## src/rtl/writeback_arbiter.sv

```systemverilog
// Writeback arbiter: merges ALU, LSU and MUL results onto one register-file write port.
// The ALU path is unbuffered and has priority; LSU and MUL results queue in small FIFOs.
module writeback_arbiter #(
    parameter int FIFO_DEPTH = 2
) (
    input  logic        clk,
    input  logic        rst,
    input  logic [38:0] alu_wb_inf,
    input  logic [38:0] lsu_wb_inf,
    input  logic [38:0] mul_wb_inf,
    output logic        wb_stall,
    output logic        rf_we,
    output logic [4:0]  rf_waddr,
    output logic [31:0] rf_wdata,
    output logic [1:0]  retire_count,
    output logic [63:0] instret
);

    // Input bundle layout: {instruction_valid, register_write, rd[4:0], exe_result[31:0]}
    localparam int VALID_BIT = 38;
    localparam int WRITE_BIT = 37;
    localparam int ENTRY_W   = 37;
    localparam int PTR_W     = (FIFO_DEPTH > 1) ? $clog2(FIFO_DEPTH) : 1;
    localparam int CNT_W     = $clog2(FIFO_DEPTH + 1);
    localparam logic [PTR_W-1:0] LAST_PTR = PTR_W'(FIFO_DEPTH - 1);
    localparam logic [CNT_W-1:0] FULL_CNT = CNT_W'(FIFO_DEPTH);

    // Index 0 is the LSU FIFO, index 1 the MUL FIFO; lower index wins arbitration.
    logic [ENTRY_W-1:0] mem_q [2][FIFO_DEPTH];
    logic [PTR_W-1:0]   wr_ptr_q [2];
    logic [PTR_W-1:0]   wr_ptr_d [2];
    logic [PTR_W-1:0]   rd_ptr_q [2];
    logic [PTR_W-1:0]   rd_ptr_d [2];
    logic [CNT_W-1:0]   cnt_q [2];
    logic [CNT_W-1:0]   cnt_d [2];
    logic [ENTRY_W-1:0] in_entry_s [2];
    logic [1:0]         push_s;
    logic [1:0]         pop_s;
    logic               consume_s;
    logic               alu_req_s;
    logic               grant_s;
    logic [ENTRY_W-1:0] grant_entry_s;

    logic        rf_we_q, rf_we_d;
    logic [4:0]  rf_waddr_q, rf_waddr_d;
    logic [31:0] rf_wdata_q, rf_wdata_d;
    logic [1:0]  retire_q, retire_d;
    logic [63:0] instret_q, instret_d;

    function automatic logic [PTR_W-1:0] next_ptr(input logic [PTR_W-1:0] ptr);
        return (ptr == LAST_PTR) ? '0 : ptr + PTR_W'(1);
    endfunction

    assign wb_stall     = (cnt_q[0] == FULL_CNT) || (cnt_q[1] == FULL_CNT);
    assign rf_we        = rf_we_q;
    assign rf_waddr     = rf_waddr_q;
    assign rf_wdata     = rf_wdata_q;
    assign retire_count = retire_q;
    assign instret      = instret_q;

    // Consumption, arbitration, FIFO bookkeeping and write-port next state.
    always_comb begin
        consume_s     = !wb_stall;
        in_entry_s[0] = lsu_wb_inf[ENTRY_W-1:0];
        in_entry_s[1] = mul_wb_inf[ENTRY_W-1:0];
        push_s[0]     = consume_s && lsu_wb_inf[VALID_BIT] && lsu_wb_inf[WRITE_BIT];
        push_s[1]     = consume_s && mul_wb_inf[VALID_BIT] && mul_wb_inf[WRITE_BIT];
        alu_req_s     = consume_s && alu_wb_inf[VALID_BIT] && alu_wb_inf[WRITE_BIT];
        pop_s         = 2'b00;
        grant_s       = 1'b0;
        grant_entry_s = '0;

        if (alu_req_s) begin
            grant_s       = 1'b1;
            grant_entry_s = alu_wb_inf[ENTRY_W-1:0];
        end else if (cnt_q[0] != '0) begin
            grant_s       = 1'b1;
            pop_s[0]      = 1'b1;
            grant_entry_s = mem_q[0][rd_ptr_q[0]];
        end else if (cnt_q[1] != '0) begin
            grant_s       = 1'b1;
            pop_s[1]      = 1'b1;
            grant_entry_s = mem_q[1][rd_ptr_q[1]];
        end else begin
            grant_s       = 1'b0;
        end

        for (int i = 0; i < 2; i++) begin
            wr_ptr_d[i] = push_s[i] ? next_ptr(wr_ptr_q[i]) : wr_ptr_q[i];
            rd_ptr_d[i] = pop_s[i]  ? next_ptr(rd_ptr_q[i]) : rd_ptr_q[i];
            case ({push_s[i], pop_s[i]})
                2'b10:   cnt_d[i] = cnt_q[i] + CNT_W'(1);
                2'b01:   cnt_d[i] = cnt_q[i] - CNT_W'(1);
                default: cnt_d[i] = cnt_q[i];
            endcase
        end

        // rd=0 still moves address/data so the port reflects the granted entry.
        rf_we_d    = grant_s && (grant_entry_s[36:32] != 5'd0);
        rf_waddr_d = grant_s ? grant_entry_s[36:32] : rf_waddr_q;
        rf_wdata_d = grant_s ? grant_entry_s[31:0]  : rf_wdata_q;

        if (consume_s) begin
            retire_d = {1'b0, alu_wb_inf[VALID_BIT]} + {1'b0, lsu_wb_inf[VALID_BIT]}
                     + {1'b0, mul_wb_inf[VALID_BIT]};
        end else begin
            retire_d = 2'd0;
        end
        instret_d = instret_q + {62'd0, retire_q};
    end

    // FIFO control state and registered write-port outputs.
    always_ff @(posedge clk or posedge rst) begin
        if (rst) begin
            for (int i = 0; i < 2; i++) begin
                wr_ptr_q[i] <= '0;
                rd_ptr_q[i] <= '0;
                cnt_q[i]    <= '0;
            end
            rf_we_q    <= 1'b0;
            rf_waddr_q <= 5'd0;
            rf_wdata_q <= 32'd0;
            retire_q   <= 2'd0;
            instret_q  <= 64'd0;
        end else begin
            for (int i = 0; i < 2; i++) begin
                wr_ptr_q[i] <= wr_ptr_d[i];
                rd_ptr_q[i] <= rd_ptr_d[i];
                cnt_q[i]    <= cnt_d[i];
            end
            rf_we_q    <= rf_we_d;
            rf_waddr_q <= rf_waddr_d;
            rf_wdata_q <= rf_wdata_d;
            retire_q   <= retire_d;
            instret_q  <= instret_d;
        end
    end

    // FIFO storage; entries are only meaningful while counted, so no reset is needed.
    always_ff @(posedge clk) begin
        for (int i = 0; i < 2; i++) begin
            if (push_s[i]) begin
                mem_q[i][wr_ptr_q[i]] <= in_entry_s[i];
            end
        end
    end

endmodule

```

## config.mk

```make
export PLATFORM = sky130hd
export DESIGN_NAME = writeback_arbiter
export DESIGN_NICKNAME = d
export VERILOG_FILES = /design/src/rtl/writeback_arbiter.sv
export SDC_FILE = /design/constraint.sdc
export NUM_CORES = 1
export LEC_CHECK = 0
export CORE_MARGIN = 2
export CORE_UTILIZATION = 45
export DETAILED_ROUTE_END_ITERATION = 16
export PLACE_DENSITY = 0.75
export SETUP_SLACK_MARGIN = 0.2
export SLEW_MARGIN = 25
export SYNTH_ARGS = -nofsm -noshare
export SYNTH_HDL_FRONTEND = slang
export SYNTH_SLANG_ARGS = --single-unit
```

## constraint.sdc

```tcl
create_clock -name clk -period 3.92 [get_ports clk]
set_input_delay 0.784 -clock clk [delete_from_list [all_inputs] [get_ports clk]]
set_output_delay 0.784 -clock clk [all_outputs]
set_load 0.05 [all_outputs]
```

Yosys cells after proc, flatten, opt, wreduce, memory -nomap -nowiden
Memory sizes are Yosys's and may differ from the RTL's.
Index checks and enable logic that the tools add are counted.
{ "word_totals": {"reg_bits": 112, "mem_count": 1, "ramBits": 148, "input_bits": 119, "out_inout_bits": 105} }
{ "op_classes": {"reduce_logical": 16, "bitwise_logic": 4, "addsub": 11, "n_eq_ne": 6, "magnitude_cmp": 6, "n_mux": 30} }
{ "memory_table": {"columns": ["memory", "words", "word_bits", "rd", "rd_ports_with_merged_regs", "wr", "line_no", "rtl"], "rows": [
  ["mem_q", 2, 74, 2, 0, 2, "29", "logic [ENTRY_W-1:0] mem_q [2][FIFO_DEPTH];"]
]} }
{ "ops": {"columns": ["op", "count"], "rows": [
  ["$mux 37", 11],
  ["$mux 74", 2],
  ["$demux 37 s1", 2],
  ["$add 64x2->64", 1],
  ["$mux 1", 11],
  ["$logic_and 1x1->1", 9],
  ["$eq 2x2->1 const B", 4],
  ["$ge 2x2->1 const B", 4],
  ["$not 1->2", 4],
  ["$pmux 2 s2", 2],
  ["$reduce_bool 2->1", 4],
  ["$reduce_bool 5->1", 1],
  ["$add 1x1->1 const B", 4],
  ["$add 2x1->2 const B", 2],
  ["$eq 2x1->1 const B", 2],
  ["$lt 2x1->1 const B", 2],
  ["$mux 2", 2],
  ["$sub 2x1->2 const B", 2],
  ["$add 1x1->2", 1],
  ["$add 2x1->2", 1],
  ["$logic_not 1->1", 1],
  ["$logic_or 1x1->1", 1]
]} }

Depth between registers and ports, before layout
{ "depth": {"ltp_word": 9, "mapped_depth": 8, "mapped_depth_nobuf": 7} }

Least setup slack after synthesis
No wires, ideal clock.
{ "synth_timing": {"path_kind": "register to register", "startpoint": "register cnt_q[0] (netlist bit)", "endpoint": "memory mem_q[0][0] (netlist bit), enable pin", "slack_ps": 918, "required_ps": 3489, "t_arrival_ps": 2570, "setup_time_ps": 431, "n_path_buf": 1, "path_stages_with_launch": 6, "path_cell_list": "dfrtp_1 buf_2 nand2b_1 and2_1 nand3_1 nor2_1"} }
{ "synth_rtl": {"columns": ["item", "line_no", "rtl"], "rows": [
  ["from (decl)", "34", "logic [CNT_W-1:0] cnt_q [2];"],
  ["from (signal, indexed assignment)", "129", "cnt_q[i] <= cnt_d[i];"],
  ["to (decl)", "29", null]
]} }

Worst setup path in the final report
{ "layout_timing": {"startpoint": "register cnt_q[0] (netlist bit)", "endpoint": "output port wb_stall"} }
{ "layout_between": {"elab_chain_cells": 2} }
{ "layout_lines": {"columns": ["item", "line_no", "rtl"], "rows": [
  ["$eq 2x2->1", "54", "assign wb_stall = (cnt_q[0] == FULL_CNT) || (cnt_q[1] == FULL_CNT);"],
  ["$logic_or 1x1->1", "54", null],
  ["to (decl)", "11", "output logic wb_stall,"]
]} }
Every way passes these cells.

==> summary.txt <==
=================================================================================================
Status ............................................................................. finished, final reports clean
Last weighted congestion value of the routability-driven placer ....................       0.8089
Final design area excluding fillers ................................................    14250 um2
Largest vdd supply drop ............................................................  0.0005040 V
Core Rows ..........................................................................           56
Remaining design rule violation count ..............................................            0
Final hold vios ....................................................................            0
CP Depth ...........................................................................            4
Master cell of the clock root buffer ...............................................    clkbuf_16
Worst flop-to-flop path startpoint .................................................     cnt_q[0]
Iteration-0 DRC count of the detailed router .......................................          467
Biggest area contributors in the synthesized netlist ............................... edfxtp_1 42%, dfrtp_1 26%, mux2i_1 5.2%
Startpoint types ...................................................................     register
Die extent in x ....................................................................     158.1 um
Setup repair after global routing missed its margin ................................        false
Std-Cell Core Area .................................................................    23400 um2
Critical path's slowest cell ....................................................... clkdlybuf4s50_1
Proportion of layout cells with a drive suffix above 1 .............................       10.10%
Post-CTS setup-driven buffer insertion count .......................................            0
Port Buffers .......................................................................          223
Starting density of the core .......................................................       45.64%
Highest attainable clock frequency .................................................    317.2 MHz
WP data arrival ....................................................................      2.37 ns
CTS Hold Bufs ......................................................................            0
Final worst-path cycle share .......................................................       80.43%
Flop-to-flop setup slack ...........................................................      1.48 ns
Count of non-filler cells in the finished layout ...................................         1340
Amount of wire on met2 after detailed routing ......................................     12230 um
Antenna violation net count after detailed routing .................................            0
Reported max-cap violation count ...................................................            0
Startpoint of the worst setup timing path ..........................................     cnt_q[0]
Share of Yosys cell area claimed by the top area cell type .........................       41.61%
CTS Buf Count ......................................................................           26
Post-Route Setup TNS ...............................................................         0 ns
Die Area ...........................................................................    24980 um2
CP bufs+invs .......................................................................            2
Largest net degree at the start of global routing ..................................           54
Total of warnings raised by yosys ..................................................            0
First-pass GRT wire length .........................................................     38460 um
Nets ...............................................................................         1125
Total iterations of the first detailed-routing run .................................            5
Slew of the pin with the lowest slew margin ........................................    0.7522 ns
Number of antenna violations at the first check in global routing ..................            2
Placed cells .......................................................................         1291
Area used by sequential logic in the layout ........................................     7249 um2
Synthesized Nets ...................................................................          890
Multi-input gate area in the final layout ..........................................     3282 um2
Maximum fanout along the worst path ................................................            7
Top Layer Used .....................................................................         met4
Worst setup skew after layout ......................................................   0.01252 ns
Ratio of total power to cell area .................................................. 679.3 nW/um2
Critical Path End Type .............................................................  output port
Critical path required time ........................................................      3.14 ns
Total of cells resized after clock tree synthesis ..................................            0
Largest stage delay on the critical path ...........................................      0.79 ns
Kind of cell with the highest combined delay on the critical path .................. buffers and inverters
Final count of pins violating max slew .............................................            0
Routed met3 length .................................................................      1839 um
Clock-pin slew of the registers on the worst-case setup and hold paths .............      0.06 ns
GRT Overall Usage ..................................................................       20.04%
Total cell area at the placement stage .............................................    13340 um2
Netlist area before placement ......................................................    10680 um2
R2r endpoint ....................................................................... mem_q[0][100]
Total power ........................................................................     9.683 mW
Register area share after synthesis ................................................       67.85%
Post-Synthesis Cells ...............................................................          765
Clock tree from TritonCTS ..........................................................          yes
Area delta synth->final ............................................................       33.46%
Cell depth of the worst min-delay path .............................................            2
Cell type with the highest aggregate area in the netlist ...........................     edfxtp_1
Setup violation total in the final timing report ...................................            0
Max-slew headroom ..................................................................       49.75%
Post-layout minimum cycle time .....................................................     3.153 ns
Io pins ............................................................................          224
Worst Hold Class ...................................................................   reg -> reg
Clk sink count .....................................................................          260
Sum of net half-perimeters after detailed placement ................................     16880 um
Worst setup slack before clock tree synthesis ......................................    0.7130 ns
Leak ...............................................................................     5.598 nW
Chain of cells forming the critical path ........................................... nand2b_1 -> and2_1 -> inv_1 -> clkdlybuf4s50_1
Setup ws final .....................................................................    0.7671 ns
Critical Path Sink .................................................................     wb_stall
Die Y ..............................................................................     158.1 um
Worst Reg-to-Reg Cells .............................................................            5
Via count of the routed design .....................................................         6970
Post-synthesis register bit count ..................................................          260
Global route total overflow ........................................................            0
Maximum number of buffers from clock root to sink ..................................            3
Clock latency on the worst-skew pair ...............................................      0.54 ns
Vias in the first global route .....................................................         7105
Type of the setup path with the least slack ........................................   reg -> out
Number of levels in the clock H-tree ...............................................            1
Post-synthesis area per instance ...................................................    13.96 um2
Detailed-routing wirelength on met1 ................................................     10420 um
Post-Route WL ......................................................................     25040 um
Via-to-Cell Ratio ..................................................................        5.201
FILL cells .........................................................................         1855
Post-DR wirelength/cell ............................................................     18.68 um
Number of distinct library cell variants in the gate-level netlist after synthesis .           49
=================================================================================================
cell type report:
cell class,instances,share of cell area (%)
Clock inverter,5,0.7022
Timing Repair Buffer,238,16.63
Inverter,11,0.3160
Antenna cell,1,0.01756
Tap cell,319,2.800
Multi-Input combinational cell,463,23.02
Clock buffer,43,5.653
Sequential cell,260,50.86
where the power goes:
part	leakage [nW]	switching [mW]	total [mW]	internal, mW
logic	2.37	2.09	3.34	1.25
clock network	0.441	1.01	2.55	1.54
registers	2.79	0.377	3.80	3.42
total	5.60	3.47	9.68	6.21
registers in the layout, summed over array words and instances (netlist names), 2 cells and up:
signal,flops
instret,64
rf_waddr,5
rf_wdata,32
retire_count,2
wr_ptr_q,2
mem_q,148
rd_ptr_q,2
cnt_q,4
cell families after synthesis:
group	count (synthesis)	synth area share (%)
mux	74	7.146
fa+ha+maj	6	0.7732
xor+xnor	73	5.986
flops	260	67.85
buf+inv	42	1.827
compound gates	71	4.358
simple gates	239	12.05
per-stage QoR:
| step | hold slack, ns | utilization [%] |
|---|---|---|
| after floorplan | 0.4681 | - |
| after global placement | 0.4611 | 56.91 |
| after detailed placement | 0.4658 | 57.00 |
| after CTS | 0.4773 | 60.87 |
| after global routing | 0.4921 | 60.90 |
| final | 0.4736 | 60.91 |
cell usage in the layout (no fill, tap or decap), drive strengths merged, types with 26 or more instances in the layout:
| master | Yosys | routed |
|---|---|---|
| nand2 | 64 | 64 |
| nor2 | 69 | 69 |
| clkdlybuf4s50 | 0 | 223 |
| nand3 | 26 | 26 |
| mux2i | 56 | 56 |
| o21ai | 27 | 27 |
| dfrtp | 112 | 112 |
| xnor2 | 40 | 40 |
| edfxtp | 148 | 148 |
| xor2 | 33 | 33 |
| clkbuf | 11 | 43 |
worst min path at each step:
stage | from | endpoint
2_1_floorplan | wr_ptr_q[0] | wr_ptr_q[0]
3_3_place_gp | rf_wdata[23] | rf_wdata[23]
3_5_place_dp | rf_wdata[23] | rf_wdata[23]
4_1_cts | instret[63] | instret[63]
5_1_grt | instret[63] | instret[63]
6_report | rf_wdata[20] | rf_wdata[20]
cell usage after synthesis, drive strengths merged:
cell type / number
nand2: 64
and4: 10
xor2: 33
a22o: 2
buf: 20
inv: 10
a222oi: 9
nand4: 21
nor3b: 1
clkbuf: 11
a21oi: 1
nor2: 69
and2: 7
fa: 1
mux2: 18
nand3: 26
edfxtp: 148
and3: 12
nand2b: 4
a22oi: 1
xnor2: 40
a211o: 1
mux2i: 56
ha: 5
o22ai: 23
nor2b: 1
o221ai: 5
o21ai: 27
a31oi: 1
nor3: 15
clkinv: 1
or2: 3
dfrtp: 112
a21o: 1
nor4: 5
and3b: 1
metal layers:
metal,GRT usage [%],up-vias
met2,33.73,259
met4,5.277,0
met5,0,-
met1,26.40,3409
li1,-,3269
met3,4.462,33
worst reg2reg max path, stage by stage, from the launching register on:
cell,delay [ns]
dfrtp_1,0.53
nand2b_1,0.26
and2_1,0.23
nand3_1,0.33
nor2_4,0.37
buf_4,0.39
No activity file was read; power rests on OpenSTA's default activity.
==> edit 1: new RTL, config.mk and constraints unchanged <==
`FIFO_DEPTH`: 2 -> 4.
--- a/src/rtl/writeback_arbiter.sv
+++ b/src/rtl/writeback_arbiter.sv
@@ -1,7 +1,7 @@
 // Writeback arbiter: merges ALU, LSU and MUL results onto one register-file write port.
 // The ALU path is unbuffered and has priority; LSU and MUL results queue in small FIFOs.
 module writeback_arbiter #(
-    parameter int FIFO_DEPTH = 2
+    parameter int FIFO_DEPTH = 4
 ) (
     input  logic        clk,
     input  logic        rst,
Check against the original RTL: not equivalent (Yosys sat finds a counterexample within 4 cycles, from zero or initial values and one cycle with rst high).
==> edit 1 against the unedited design <==
  * Via count grew 37%
  * Power up 47%
  * Critical path depth unchanged
  * Synthesized area grew 53%
  * Clock power is 60% higher
  * Worst setup slack got worse by 0.15 ns
  * Cell area grew 45%
  * Wire length up 55%
  * Sequential power up 53%
  * Sequential cell count increased by 154
  * Critical path type unchanged
  * Highest routed layer is now met5
==> edit 1: results (changes against the unedited design) <==
- Clock-cell share: 6.86% (+0.50 points)
- Commonest cells in the netlist: 296 x edfxtp_1, 118 x dfrtp_1, 104 x nand2_1, 74 x mux4_2, 40 x xor2_1
- The placed wire-length estimate is 24500 um (+45%).
- The all-layer global routing usage was 20.6% (+0.61 points).
- The starting DRC count in detailed routing is 724 (+55%).
* Top fanout value on the critical path: 5 (-2)
* Post-placement cell area: 19300 um^2 (+44%)
* Hold Startpoint: instret[63]
- The internal power consumption was 9570 uW (+54%).
- The share of async-settable or async-resettable flops after synthesis came to 28.5% (-15 points).
* Net count of the mapped netlist: 1079 (+21%)
- The fraction of layout instances using a drive strength above 1 came to 15.5% (+5.4 points).
- The placer's final routability congestion estimate was 0.848 (+4.8%).
- In this run the critical register-to-register path is launched from instret[0].
- Routed length per instance: 23.0 um (+23%)
- Sorting the synthesized cells by area gives the leading types as edfxtp_1 54%, dfrtp_1 18%, mux4_2 10%.
- The clock network latency to the later pin of the worst-skew pair was 0.56 ns (+0.02 ns).
- The non-clock buffering overhead in the final layout came to 11.8% (-4.8 points).
* Filler cell count: 2724 (+47%)
* Run status: finished, final reports clean
* Final wirelength: 38900 um (+55%)
- Number of global-route vias before repair: 9965 (+40%)
* Via-per-instance ratio: 5.65 (+8.7%)
- The worst hold slack after final layout is 0.462 ns (-0.0112 ns).
* Slew at the pin closest to its max-slew limit: 0.847 ns (+0.0943 ns)
- The clock group power came to 4070 uW (+60%).
- Sw power: 4700 uW (+35%)
- Distinct cells, synth: 43 (-12%)
- The number of synthesized flops with an enable pin was 296 (+100%).
* Final period util: 84.2% (+3.8 points)
- The area growth from synthesis to layout is 26.4%.
- The number of iterations in the first detailed-routing pass was 6 (+1).
- The post-route clock skew is 0.0139 ns (+0.00138 ns).
* CTS buffer count: 43 (+65%)
* Maximum number of pins on one net before global-route repair: 40 (-26%)
- The total inserted antenna cells is 2 (+1).
- End point of the most critical hold path: instret[63]
- Syn Area/Cell: 17.4 um^2 (+24%)
- The count of inverters not on the clock network in the layout is 28 (+17).
- The fraction of area in registers was 57.3% (+6.4 points).
- Global-route wire length before repair: 59000 um (+53%)
- In this run the worst setup path begins at cnt_q[1].
* DP Cell Count: 1610 (+25%)
- Worst Reg2Reg Path Length in Cells: 8 (+3)
- Seq cells: 414 (+59%)
* Flop-to-flop setup slack: 1.13 ns (-0.35 ns)
- The worst-case setup slack after placement came to 0.702 ns (-0.0113 ns).
- Cell count of the worst hold path: 1 (-1)
[edit 1: changes by cell type after synthesis, sizes merged, moves of 18 or more]
cell / before / now
o22ai: 23 / 0
nor2: 69 / 28
inv: 10 / 28
mux2i: 56 / 1
mux4: 0 / 74
o21ai: 27 / 7
nand2: 64 / 104
edfxtp: 148 / 296
a222oi: 9 / 32
[edit 1: cells by family (layout without fill, tap and decap cells)]
kind of cell               after synthesis  count (layout)  synth area share [%]
muxes                                   79              79                  10.5
AOI/OAI and AO/OA                       51              51                  2.74
other                                    0               2                     0
buffers and inverters                   65             352                  1.61
xor gates and xnor gates                68              68                  3.64
and+or+nand+nor                        247             247                  7.60
DFF                                    414             414                  72.3
adders and majority gates               18              18                  1.56
[edit 1: per-layer routing]
layer	up-vias	share of wire, %	track usage, %	wire [um]
met4	10	3.2	7.46	1240
met1	4878	41	27.3	15800
met2	418	48	33.5	18600
met5	-	0.17	0	65
li1	4175	-	-	-
met3	82	8.2	5.15	3170
==> edit 2: new RTL, same flow settings <==
Made on the original files. Make the reset (`rst`) synchronous in one clocked block.
--- a/src/rtl/writeback_arbiter.sv
+++ b/src/rtl/writeback_arbiter.sv
@@ -110,7 +110,7 @@
     end
 
     // FIFO control state and registered write-port outputs.
-    always_ff @(posedge clk or posedge rst) begin
+    always_ff @(posedge clk) begin
         if (rst) begin
             for (int i = 0; i < 2; i++) begin
                 wr_ptr_q[i] <= '0;
Function: differs if rst is asserted again (counterexample within 4 cycles, from zero or initial values and one cycle with rst high); with rst held inactive, the same outputs for 4 cycles.
==> edit 2 against the unedited design <==
  * Clock power rose by 4%
  * Maximum frequency rose by 3.0%
  * Sequential cell count did not move
  * Power fell by 7.1%
  * Cell area fell by 0.34%
  * Sequential share of layout area fell by 3.8 points
  * Worst setup slack improved by 0.093 ns
  * Wire length rose by 4.4%
  * Core utilization fell by 0.21 points
  * Critical path depth did not move
  * Count of clock-buffer cells in the layout fell by 2
  * Synthesized area fell by 0.14%
  * Largest power group unchanged
==> edit 2: results (changes against the unedited design) <==
- The critical path data arrival time is 2.28 ns (-0.09 ns).
- The number of nets in the finished design was 1220 (+8.4%).
- The worst relative slew slack came to 34.3% (-15 points).
- By count the netlist is led by 148 x edfxtp_1, 112 x dfxtp_1, 108 x a21oi_1, 51 x nor2_1, 42 x mux2_2.
- Max H-tree Level: 1 (unchanged)
- After synthesis, the cell types taking the most area are edfxtp_1 42%, dfxtp_1 21%, a21oi_1 5.1%.
* Maximum number of pins on one net before global-route repair: 55 (+1.9%)
- DRT iter0 DRCs: 414 (-11%)
- Fraction of synthesis flops using an asynchronous set or reset pin: 0% (-43 points)
- The number of post-CTS setup repair buffers is 0 (unchanged).
* Startpoint of the worst register-to-register path: retire_count[1]
- Sw power: 3040 uW (-12%)
- Final wirelength: 26200 um (+4.4%)
- The number of global-route vias before repair came to 7831 (+10%).
- Initial antenna violation count: 4 (+2)
- Overall via count from detail_route: 7889 (+13%)
- CTS buffer count: 28 (+7.7%)
* Top fanout value on the critical path: 5 (-2)
- The area of placed instances is 13300 um^2 (-0.64%).
* Largest vdd supply drop: 0.468 mV (-7.2%)
- Syn Area/Cell: 12.1 um^2 (-13%)
- The maximum count of clock buffers along a single path is 3 (unchanged).
- The clock group power was 2660 uW (+4%).
- The number of standard cells in the layout, taps in and fillers out came to 1437 (+7.2%).
- Distinct cells, synth: 48 (-2.0%)
* Share of total power in combinational logic: 30.9% (-3.6 points)
- Number of port buffers: 223 (unchanged)
- In this run the worst setup path begins at cnt_q[0][1].
* Synthesis Warnings: 0 (unchanged)
- Static leakage: 0.00457 uW (-18%)
- The placed wire-length estimate is 18100 um (+7.5%).
* Run status: finished, final reports clean
* Fraction of final layout cells sized beyond drive strength 1: 10.8% (+0.65 points)
- The total of cells resized after clock tree synthesis is 0 (unchanged).
* Hold Startpoint: rf_waddr[3]
- Sequential element share of the synthesized area: 62.7% (-5.2 points)
- Net count of the mapped netlist: 1005 (+13%)
- Filler cell count: 1899 (+2.4%)
* Fraction of post-synthesis cell area in the top cell type by area: 41.7% (+0.059 points)
- Global-route wire length before repair: 41000 um (+6.7%)
* Total routing usage reported by global routing: 20.8% (+0.81 points)
- Flip-flop count of the largest register, all copies and words added: 148 (unchanged)
- Largest clock skew in the final design: 0.00887 ns (-0.00364 ns)
- The placer's final routability congestion estimate is 0.814 (+0.67%).
edit 2: cell count changes after synthesis, moves of 23 or more:
cell     change
o31ai_1     +24
dfxtp_1    +112
mux2_2      +24
a21oi_1    +107
dfrtp_1    -112
a22oi_1     +31
o22ai_1     -23
xnor2_1     -24
nor3_1      +26
or4_1       +24
nand2_1     -35
edit 2: metrics by stage:
step	power, uW	worst slack [ns]	hold slack (ns)	util, %
after floorplan	5420	0.974	0.475	-
after global placement	6340	1.02	0.449	56.6
after detailed placement	6380	0.967	0.454	56.6
after CTS	9050	0.873	0.463	60.7
after global routing	9390	0.734	0.515	60.7
final	8990	0.860	0.470	60.7
edit 2: cell families after synthesis:
kind of cell,after synthesis,synth area share (%)
adder cells (fa/ha/maj),6,0.774
XOR/XNOR,29,2.38
AO/OA/AOI/OAI,198,11.0
buffers and inverters,62,2.46
flip-flops,260,62.7
AND/OR/NAND/NOR,249,13.1
multiplexers,76,7.63
edit 2: path summary, 6_finish.rpt:
path	endpoint	slack (ns)	depth (start not counted)
max	wb_stall	0.86	4
min	rf_waddr[3]	0.47	2
max reg2reg	instret[50]	1.13	6
min reg2reg	rf_waddr[3]	0.47	2
edit 2: layer usage:
metal	track usage, %	part of all wire [%]
met1	25.6	40
met2	36.0	49
met3	5.80	8.0
met4	6.13	2.9
met5	0	0.050
edit 2: final cells by class:
cell class	count	area share, %
antenna	2	0.0352
multi-input combinational	558	26.5
tap	319	2.81
clock inverter	10	1.10
sequential	260	47.1
timing repair buffer	237	16.6
inverter	10	0.264
clock buffer	41	5.56
edit 2: worst max-delay path, stage by stage (launching register included):
cell             delay [ns]
dfxtp_1                0.42
nor2b_1                0.28
nor2_1                 0.13
inv_1                  0.11
clkdlybuf4s50_1        0.81
